<file path="src/rtl/multi_mode_ff_bank_pkg.sv">
// Shared mode encodings and a width-bounded popcount for the multi-mode flip-flop bank.
package ff_bank_pkg;

  localparam logic [1:0] MODE_JK = 2'b00;
  localparam logic [1:0] MODE_D  = 2'b01;
  localparam logic [1:0] MODE_T  = 2'b10;
  localparam logic [1:0] MODE_SR = 2'b11;

  // Widest bank the popcount helper supports, and the width of its result.
  localparam int POP_MAX_W = 64;
  localparam int POP_W     = 7;

  // Count set bits in the low 'width' bits of v; the bits above 'width' are ignored.
  function automatic logic [POP_W-1:0] popcount(input logic [POP_MAX_W-1:0] v,
                                                input int width);
    logic [POP_W-1:0] c;
    c = '0;
    for (int i = 0; i < POP_MAX_W; i++)
      if (i < width) c = c + POP_W'(v[i]);
    return c;
  endfunction

endpackage

</file>
<file path="src/rtl/ff_cell.sv">
// One bit of the bank: combinational next state for JK/D/T/SR plus the SR S=R=1 flag.
module ff_cell
  import ff_bank_pkg::*;
(
  input  logic [1:0] mode,
  input  logic       a,
  input  logic       b,
  input  logic       q,
  output logic       q_next,
  output logic       illegal_bit
);

  // Next-state decode; an S=R=1 bit holds its value and raises illegal_bit.
  always_comb begin
    q_next      = q;
    illegal_bit = 1'b0;
    case (mode)
      MODE_JK: begin
        case ({a, b})
          2'b01:   q_next = 1'b0;
          2'b10:   q_next = 1'b1;
          2'b11:   q_next = ~q;
          default: q_next = q;
        endcase
      end
      MODE_D:  q_next = a;
      MODE_T:  q_next = q ^ a;
      default: begin
        case ({a, b})
          2'b01:   q_next = 1'b0;
          2'b10:   q_next = 1'b1;
          2'b11:   illegal_bit = 1'b1;
          default: q_next = q;
        endcase
      end
    endcase
  end

endmodule

</file>
<file path="src/rtl/multi_mode_ff_bank.sv">
// WIDTH-bit flip-flop bank with selectable JK/D/T/SR behaviour, a saturating
// flip counter and a sticky SR-illegal flag.
module multi_mode_ff_bank
  import ff_bank_pkg::*;
#(
  parameter int               WIDTH     = 8,
  parameter int               CNT_W     = 16,
  parameter logic [WIDTH-1:0] RESET_VAL = '0
) (
  input  logic             clk,
  input  logic             rst,
  input  logic             en,
  input  logic [1:0]       mode,
  input  logic [WIDTH-1:0] a,
  input  logic [WIDTH-1:0] b,
  input  logic             clr,
  output logic [WIDTH-1:0] q,
  output logic [WIDTH-1:0] qbar,
  output logic [CNT_W-1:0] flip_cnt,
  output logic             illegal
);

  localparam int SUM_W = CNT_W + 1;

  logic [WIDTH-1:0] q_next;
  logic [WIDTH-1:0] ill_bits;
  logic [POP_W-1:0] flips;
  logic [SUM_W-1:0] cnt_sum;
  logic [CNT_W-1:0] cnt_sat;
  logic             ill_now;

  for (genvar i = 0; i < WIDTH; i++) begin : g_cell
    ff_cell u_cell (
      .mode        (mode),
      .a           (a[i]),
      .b           (b[i]),
      .q           (q[i]),
      .q_next      (q_next[i]),
      .illegal_bit (ill_bits[i])
    );
  end

  assign qbar    = ~q;
  assign flips   = popcount(POP_MAX_W'(q_next ^ q), WIDTH);
  // One extra bit of headroom: a carry out means the counter would wrap, so clamp.
  assign cnt_sum = {1'b0, flip_cnt} + SUM_W'(flips);
  assign cnt_sat = cnt_sum[CNT_W] ? {CNT_W{1'b1}} : cnt_sum[CNT_W-1:0];
  // Cells only raise illegal_bit in SR mode, so no mode qualifier is needed here.
  assign ill_now = en & (|ill_bits);

  // Bank state register: loads the decoded next state on enabled cycles.
  always_ff @(posedge clk or negedge rst) begin
    if (!rst)    q <= RESET_VAL;
    else if (en) q <= q_next;
  end

  // Counter and sticky flag; clr beats the increment but not a fresh illegal event.
  always_ff @(posedge clk or negedge rst) begin
    if (!rst) begin
      flip_cnt <= '0;
      illegal  <= 1'b0;
    end else if (clr) begin
      flip_cnt <= '0;
      illegal  <= ill_now;
    end else if (en) begin
      flip_cnt <= cnt_sat;
      illegal  <= illegal | ill_now;
    end
  end

endmodule
</file>
<file path="config.mk">
export PLATFORM = sky130hd
export DESIGN_NAME = multi_mode_ff_bank
export DESIGN_NICKNAME = d
export VERILOG_FILES = /design/src/rtl/multi_mode_ff_bank_pkg.sv /design/src/rtl/ff_cell.sv /design/src/rtl/multi_mode_ff_bank.sv
export SDC_FILE = /design/constraint.sdc
export NUM_CORES = 1
export LEC_CHECK = 0
export CORE_AREA = 8 8 80 82
export CTS_BUF_LIST = sky130_fd_sc_hd__clkbuf_8
export CTS_CLUSTER_DIAMETER = 80
export CTS_CLUSTER_SIZE = 14
export DETAILED_ROUTE_END_ITERATION = 12
export DIE_AREA = 0 0 88 90
export HOLD_SLACK_MARGIN = 0.05
export PLACE_DENSITY = 0.71
export SYNTH_ARGS = -nofsm -noshare
export SYNTH_HDL_FRONTEND = slang
export SYNTH_SLANG_ARGS = --single-unit
</file>
<file path="constraint.sdc">
create_clock -name clk -period 4.6 [get_ports clk]
set_clock_uncertainty 0.15 [all_clocks]
set_input_delay 0.92 -clock clk [delete_from_list [all_inputs] [get_ports clk]]
set_output_delay 0.92 -clock clk [all_outputs]
set_load 0.02 [all_outputs]
</file>
* Word level (Yosys, flattened, before mapping)
Cells that the tools add are included.
** Storage, ports and cells
- Output and inout port bits :: 33
- Bits of input ports :: 22
- Register bits after elaboration :: 25
- Logic and storage cells :: 106
** Operators by class
- Reduce and logical (&&, ||, !) cells :: 4
- $add $sub $neg :: 8
- Multiplexer cells :: 45
- Bitwise logic cells :: 20
- Equal/unequal tests :: 26
** Operator list (count)
- 16-bit 2-to-1 mux :: 3
- 1-bit one-hot mux with 3 select lines :: 16
- 2-bit == test (second input constant) :: 17
- 2-bit by 1-bit == test with 1-bit output (second input constant) :: 9
- 1-bit 2-to-1 mux :: 18
- 16-bit by 7-bit adder with 17-bit output :: 1
- 1-bit one-hot mux with 2 select lines :: 8
- 1-bit NOT :: 8
- 8-bit NOT :: 1
- 8-bit OR reduction :: 1
- 1-bit bitwise XOR :: 8
- 8-bit bitwise XOR :: 1
- 6-bit by 1-bit adder with 7-bit output :: 1
- 7-bit by 1-bit adder with 7-bit output :: 1
- 5-bit by 1-bit adder with 6-bit output :: 1
- 4-bit by 1-bit adder with 5-bit output :: 1
- 3-bit by 1-bit adder with 4-bit output :: 1
- 2-bit by 1-bit adder with 3-bit output :: 1
- 3-bit OR reduction :: 1
- 1-bit by 1-bit adder with 2-bit output :: 1
- 2-bit logical NOT :: 1
- 2-bit nonzero test :: 1
- 1-bit AND :: 1
- 1-bit bitwise OR :: 1

* Longest topological paths before layout
- Word-level depth :: 15
- Mapped depth :: 19

* Hierarchy
A second synthesis with hierarchy kept.
** Unflattened totals
- Cell total of the unflattened synthesis :: 233
- Area, all modules :: 2192.1 µm²
** Modules (own cells, without submodules)
- multi_mode_ff_bank :: times used 1, sequential area each 625.6 µm², area each 1481.4 µm², cells each 153
- ff_cell :: times used 8, sequential area each 0.0 µm², area each 88.8 µm², cells each 10

* Least setup slack after synthesis
OpenSTA, ideal clock, no wires.
- Path type :: input to register
- Start point :: in b[1]
- End point :: reg flip_cnt[14]
- Buffers on the path :: 1
- Library setup time :: 124 ps
- Data arrival time :: 5514 ps
- Path slack :: -1188 ps
- Cell stages on the path :: 18
- Cell sequence :: inv_1 > ha_1 > mux2_2 > mux4_2 > o31ai_1 > xnor2_1 > fa_1 > fa_1 > inv_1 > fa_1 > fa_1 > inv_1 > fa_1 > nand3_1 > and2_1 > clkbuf_1 > or3b_1 > o31a_1
** Between the ends
- Cells in the longest elaborated chain, start to end :: 15
** Ends and longest elaborated chain
- from (decl) :: line multi_mode_ff_bank.sv:15 : input logic [WIDTH-1:0] b,
- 2-bit == test (tied with other cells) :: line ff_cell.sv:19 : case ({a, b})
- 1-bit one-hot mux with 3 select lines / 1-bit one-hot mux with 2 select lines (equally long branches) :: line ff_cell.sv:19, ff_cell.sv:29
- 1-bit one-hot mux with 3 select lines (*) :: line ff_cell.sv:17 : case (mode)
- 8-bit bitwise XOR (*) :: line multi_mode_ff_bank.sv:44 : assign flips = popcount(POP_MAX_W'(q_next ^ q), WIDTH);
- 1-bit by 1-bit adder with 2-bit output (*) :: line multi_mode_ff_bank_pkg.sv:19 : if (i < width) c = c + POP_W'(v[i]);
- 2-bit by 1-bit adder with 3-bit output (*) :: line multi_mode_ff_bank_pkg.sv:19
- 3-bit by 1-bit adder with 4-bit output (*) :: line multi_mode_ff_bank_pkg.sv:19
- 4-bit by 1-bit adder with 5-bit output (*) :: line multi_mode_ff_bank_pkg.sv:19
- 5-bit by 1-bit adder with 6-bit output (*) :: line multi_mode_ff_bank_pkg.sv:19
- 6-bit by 1-bit adder with 7-bit output (*) :: line multi_mode_ff_bank_pkg.sv:19
- 7-bit by 1-bit adder with 7-bit output (*) :: line multi_mode_ff_bank_pkg.sv:19
- 16-bit by 7-bit adder with 17-bit output (*) :: line multi_mode_ff_bank.sv:46 : assign cnt_sum = {1'b0, flip_cnt} + SUM_W'(flips);
- 16-bit 2-to-1 mux (*) :: line multi_mode_ff_bank.sv:47 : assign cnt_sat = cnt_sum[CNT_W] ? {CNT_W{1'b1}} : cnt_sum[CNT_W-1:0];
- 16-bit 2-to-1 mux (*) :: line multi_mode_ff_bank.sv:65 : end else if (en) begin
- 16-bit 2-to-1 mux (*) :: line multi_mode_ff_bank.sv:62 : end else if (clr) begin
- to (signal assigned) :: line multi_mode_ff_bank.sv:66 : flip_cnt <= cnt_sat;
- to (decl) :: line multi_mode_ff_bank.sv:19 : output logic [CNT_W-1:0] flip_cnt,
Mark *: on every way between the ends. The rest lies on a longest branch, timed or not. The select of a mux whose other input is x is not followed.
A chain may end at the register's enable or synchronous reset.

* Worst setup path in the final report
- Start point :: in b[3]
- End point :: reg flip_cnt[14]
** Between the ends
- Cells in the longest elaborated chain, start to end :: 13
** Ends and longest elaborated chain (line)
- 2-bit == test (tied with other cells) :: ff_cell.sv:19
- 1-bit one-hot mux with 3 select lines / 1-bit one-hot mux with 2 select lines (equally long branches) :: ff_cell.sv:19, ff_cell.sv:29
- 1-bit one-hot mux with 3 select lines (*) :: ff_cell.sv:17
- 8-bit bitwise XOR (*) :: multi_mode_ff_bank.sv:44
- 3-bit by 1-bit adder with 4-bit output (*) :: multi_mode_ff_bank_pkg.sv:19
- 4-bit by 1-bit adder with 5-bit output (*) :: multi_mode_ff_bank_pkg.sv:19
- 5-bit by 1-bit adder with 6-bit output (*) :: multi_mode_ff_bank_pkg.sv:19
- 6-bit by 1-bit adder with 7-bit output (*) :: multi_mode_ff_bank_pkg.sv:19
- 7-bit by 1-bit adder with 7-bit output (*) :: multi_mode_ff_bank_pkg.sv:19
- 16-bit by 7-bit adder with 17-bit output (*) :: multi_mode_ff_bank.sv:46
- 16-bit 2-to-1 mux (*) :: multi_mode_ff_bank.sv:47
- 16-bit 2-to-1 mux (*) :: multi_mode_ff_bank.sv:65
- 16-bit 2-to-1 mux (*) :: multi_mode_ff_bank.sv:62
Marks and branches as above.

==> flow_summary.json <==
{
  "cts_buffers": 3,
  "rsz0062_at_grt": "true",
  "ys_types": 39,
  "r2r_cells": 16,
  "crit_chain": "buf_12, inv_12, ha_4, mux2_4, mux4_2, o31ai_4, xnor2_2, fa_1, fa_1, inv_1, fa_1, fa_2, inv_2, fa_2, nand3_2, and2_4, or3b_4, a21oi_2, o31a_1",
  "failed_checks": "negative setup slack",
  "hpwl_um": 4330,
  "final_cells": 384,
  "grt-busiest-layer": "met2",
  "timing.rr.end": "flip_cnt[14]",
  "synth_ff_type": "dfrtp_1",
  "dieArea_um2": 7920,
  "clock_latency_ns": 0.27,
  "synth-edff-count": 0,
  "cts_tree": "built",
  "cts_sinks": 25,
  "synthesis.nets": 284,
  "hold_viol": 0,
  "synth_area_um2": 2220,
  "worstSetupEndpointType": "register",
  "track_usage_pct": 14.6,
  "detail_route.first_pass.iterations": 4,
  "async_reset_ff_share_pct": 100,
  "fmax_mhz": 190,
  "post-route-period-util_pct": 114,
  "totalWireLength_um": 5720,
  "ys_ff_latch": 25,
  "path_class": "input port to register",
  "diodes": 0,
  "worst_pin_slew_ns": 1.17,
  "cp_slowest_cell": "mux4_2",
  "r2r-start": "q[3]",
  "slew_headroom_pct": 21.9,
  "crit_top_cell": "fa_1",
  "worst-path-max-fanout": 2,
  "wl_per_cell_um": 14.9,
  "die_h_um": 90,
  "arrival_ns": 5.32,
  "maxCapViolations": 0,
  "grt_max_degree": 26,
  "clk_pin_slew_ns": 0.09,
  "grt_use_met3_pct": 2.91,
  "drive_above_1_share_pct": 30.8,
  "grt_util_met1_pct": 17.8,
  "io_pins": 55,
  "cts_max_path_buffers": 2,
  "final_max_slew_viol_count": 0,
  "port_buffers": 54,
  "met2_usage_pct": 25.4,
  "powerDensity_nw_per_um2": 491,
  "period_minus_slack_ns": 5.26,
  "p_sw_mw": 0.708,
  "clk_root_buffer_cell": "clkbuf_8",
  "coreArea_um2": 5240,
  "critPathRequiredTime_ns": 4.66,
  "ys_seq_area_share_pct": 28.2,
  "layout.nets": 362,
  "drcViolationCount": 0,
  "pwr-share-comb_pct": 73.4,
  "nFillCells": 439,
  "worstHoldStart": "illegal",
  "r2r_slack_ns": -0.02,
  "vias": 2018,
  "syn_inst": 235,
  "ir_drop_mv": 0.397,
  "final_antenna_net_count": 0,
  "ys_warn_count": 0,
  "cp.buffers_inverters": 4,
  "setup_ws_ns": -0.661,
  "synth.avg_cell_area_um2": 9.43,
  "hold_depth": 2,
  "p_clk_share_pct": 8.0,
  "slowest_delay_ns": 0.50,
  "initial_utilization_pct": 42.3,
  "min_path_type": "register to register",
  "status": "finished with violations",
  "die_w_um": 88,
  "vias_per_cell": 5.26,
  "row_count": 27,
  "htreeDepth": 1,
  "cellInternalPower_mw": 0.929,
  "antenna_found_initial": 0,
  "grt_pass1_vias": 2077,
  "area_delta_synth_final_pct": 50.4,
  "min_to": "illegal",
  "switching_share_pct": 43.3,
  "start_kind": "input port",
  "gp_congestion": 0.822,
  "finalSetupTns_ns": -7.83,
  "dp_cells": 378,
  "gr-total-overflow": 0,
  "dr.first_iter.drc_count": 67,
  "grt_pass1_wl_um": 9610,
  "crit_family": "adder cells",
  "setup_viol": 16,
  "p_leak_nw": 1.46,
  "seq_power_share_pct": 18.6
}
-- flip-flops by register name, indices dropped and copies added (netlist names) --
name	flops
q	8
flip_cnt	16
illegal	1
-- cells in the final DEF (no fill, tap or decap), drive strengths merged, types with 8 or more instances in the layout --
master	instances
buf	40
xnor2	9
nor2	13
clkdlybuf4s50	47
o31ai	8
nand2	24
dfrtp	25
nor3	10
a21oi	11
inv	23
mux2i	8
ha	22
-- worst max path at each step --
stage | start | end | slack [ns] | cells after the start
floorplan | b[3] | flip_cnt[14] | -0.84 | 18
global placement | b[3] | flip_cnt[14] | -1.47 | 18
detailed placement | b[3] | flip_cnt[14] | -1.57 | 19
CTS | b[3] | flip_cnt[14] | -0.84 | 18
global route | b[1] | flip_cnt[14] | -0.77 | 19
finish | b[3] | flip_cnt[14] | -0.66 | 19
-- worst min-delay path, stage by stage (launching register included) --
cell     delay [ns]
dfrtp_1        0.39
inv_1          0.05
o21ai_0        0.06
-- synthesized netlist by cell type (5+ instances only) --
| cell type | count | area [µm²] |
|---|---|---|
| a21oi_1 | 11 | 55.1 |
| a31oi_1 | 5 | 31.3 |
| buf_4 | 8 | 60.1 |
| clkbuf_1 | 5 | 18.8 |
| dfrtp_1 | 25 | 626 |
| fa_1 | 5 | 100 |
| ha_1 | 22 | 275 |
| inv_1 | 22 | 82.6 |
| mux2_2 | 7 | 78.8 |
| mux2i_1 | 8 | 80.1 |
| mux4_2 | 7 | 158 |
| nand2_1 | 24 | 90.1 |
| nand3_1 | 6 | 30.0 |
| nor2_1 | 13 | 48.8 |
| nor3_1 | 10 | 50.1 |
| o31ai_1 | 8 | 60.1 |
| xnor2_1 | 9 | 78.8 |
-- final cells by class --
class	count	area, µm²	share of cell area, %
Timing Repair Buffer	90	832	25.0
Multi-Input combinational cell	171	1640	49.3
Tap cell	72	90.1	2.70
Clock buffer	3	41.3	1.24
Sequential cell	25	626	18.8
Clock inverter	1	3.75	0.113
Inverter	22	97.6	2.93
-- power groups by stage --
stage	registers [mW]	logic (mW)	clock network (mW)
5_1_grt	0.313	1.33	0.146
3_3_place_gp	0.307	1.11	0
3_5_place_dp	0.306	1.12	0
6_report	0.305	1.20	0.131
2_1_floorplan	0.324	0.703	0
4_1_cts	0.304	1.19	0.135
-- logic make-up (layout without fill, tap and decap cells) --
family	count (synthesis)	in the layout	share of synthesized area [%]
simple gates	69	69	15.4
fa+ha+maj	27	27	16.9
compound gates	44	44	13.5
xor+xnor	9	9	3.56
buf+inv	39	116	8.07
flops	25	25	28.2
mux	22	22	14.3
-- repair_timing --
item                                    CTS  global route
gates cloned                              0             0
pin swaps                                17            17
hold buffers                              0             0
endpoints found under the setup margin   16            16
gates resized for setup                  37            22
setup buffers                             1             2
-- layer usage --
metal  part of all wire (%)  wire length [µm]
met1                     44              2510
met3                    5.0               285
met2                     50              2870
met5                      0                 0
met4                   0.86                49
-- metrics by stage --
stage	power (mW)	hold WS (ns)	utilization [%]	setup slack [ns]	cell area [µm²]
after CTS	1.63	0.388	61.9	-0.841	3240
after floorplan	1.03	0.456	-	-0.841	2330
after global placement	1.41	0.363	59.4	-1.47	3110
after global routing	1.79	0.412	63.7	-0.773	3330
final	1.64	0.384	63.7	-0.661	3330
after detailed placement	1.43	0.373	59.4	-1.57	3110
(Power assumes the default switching activity.)
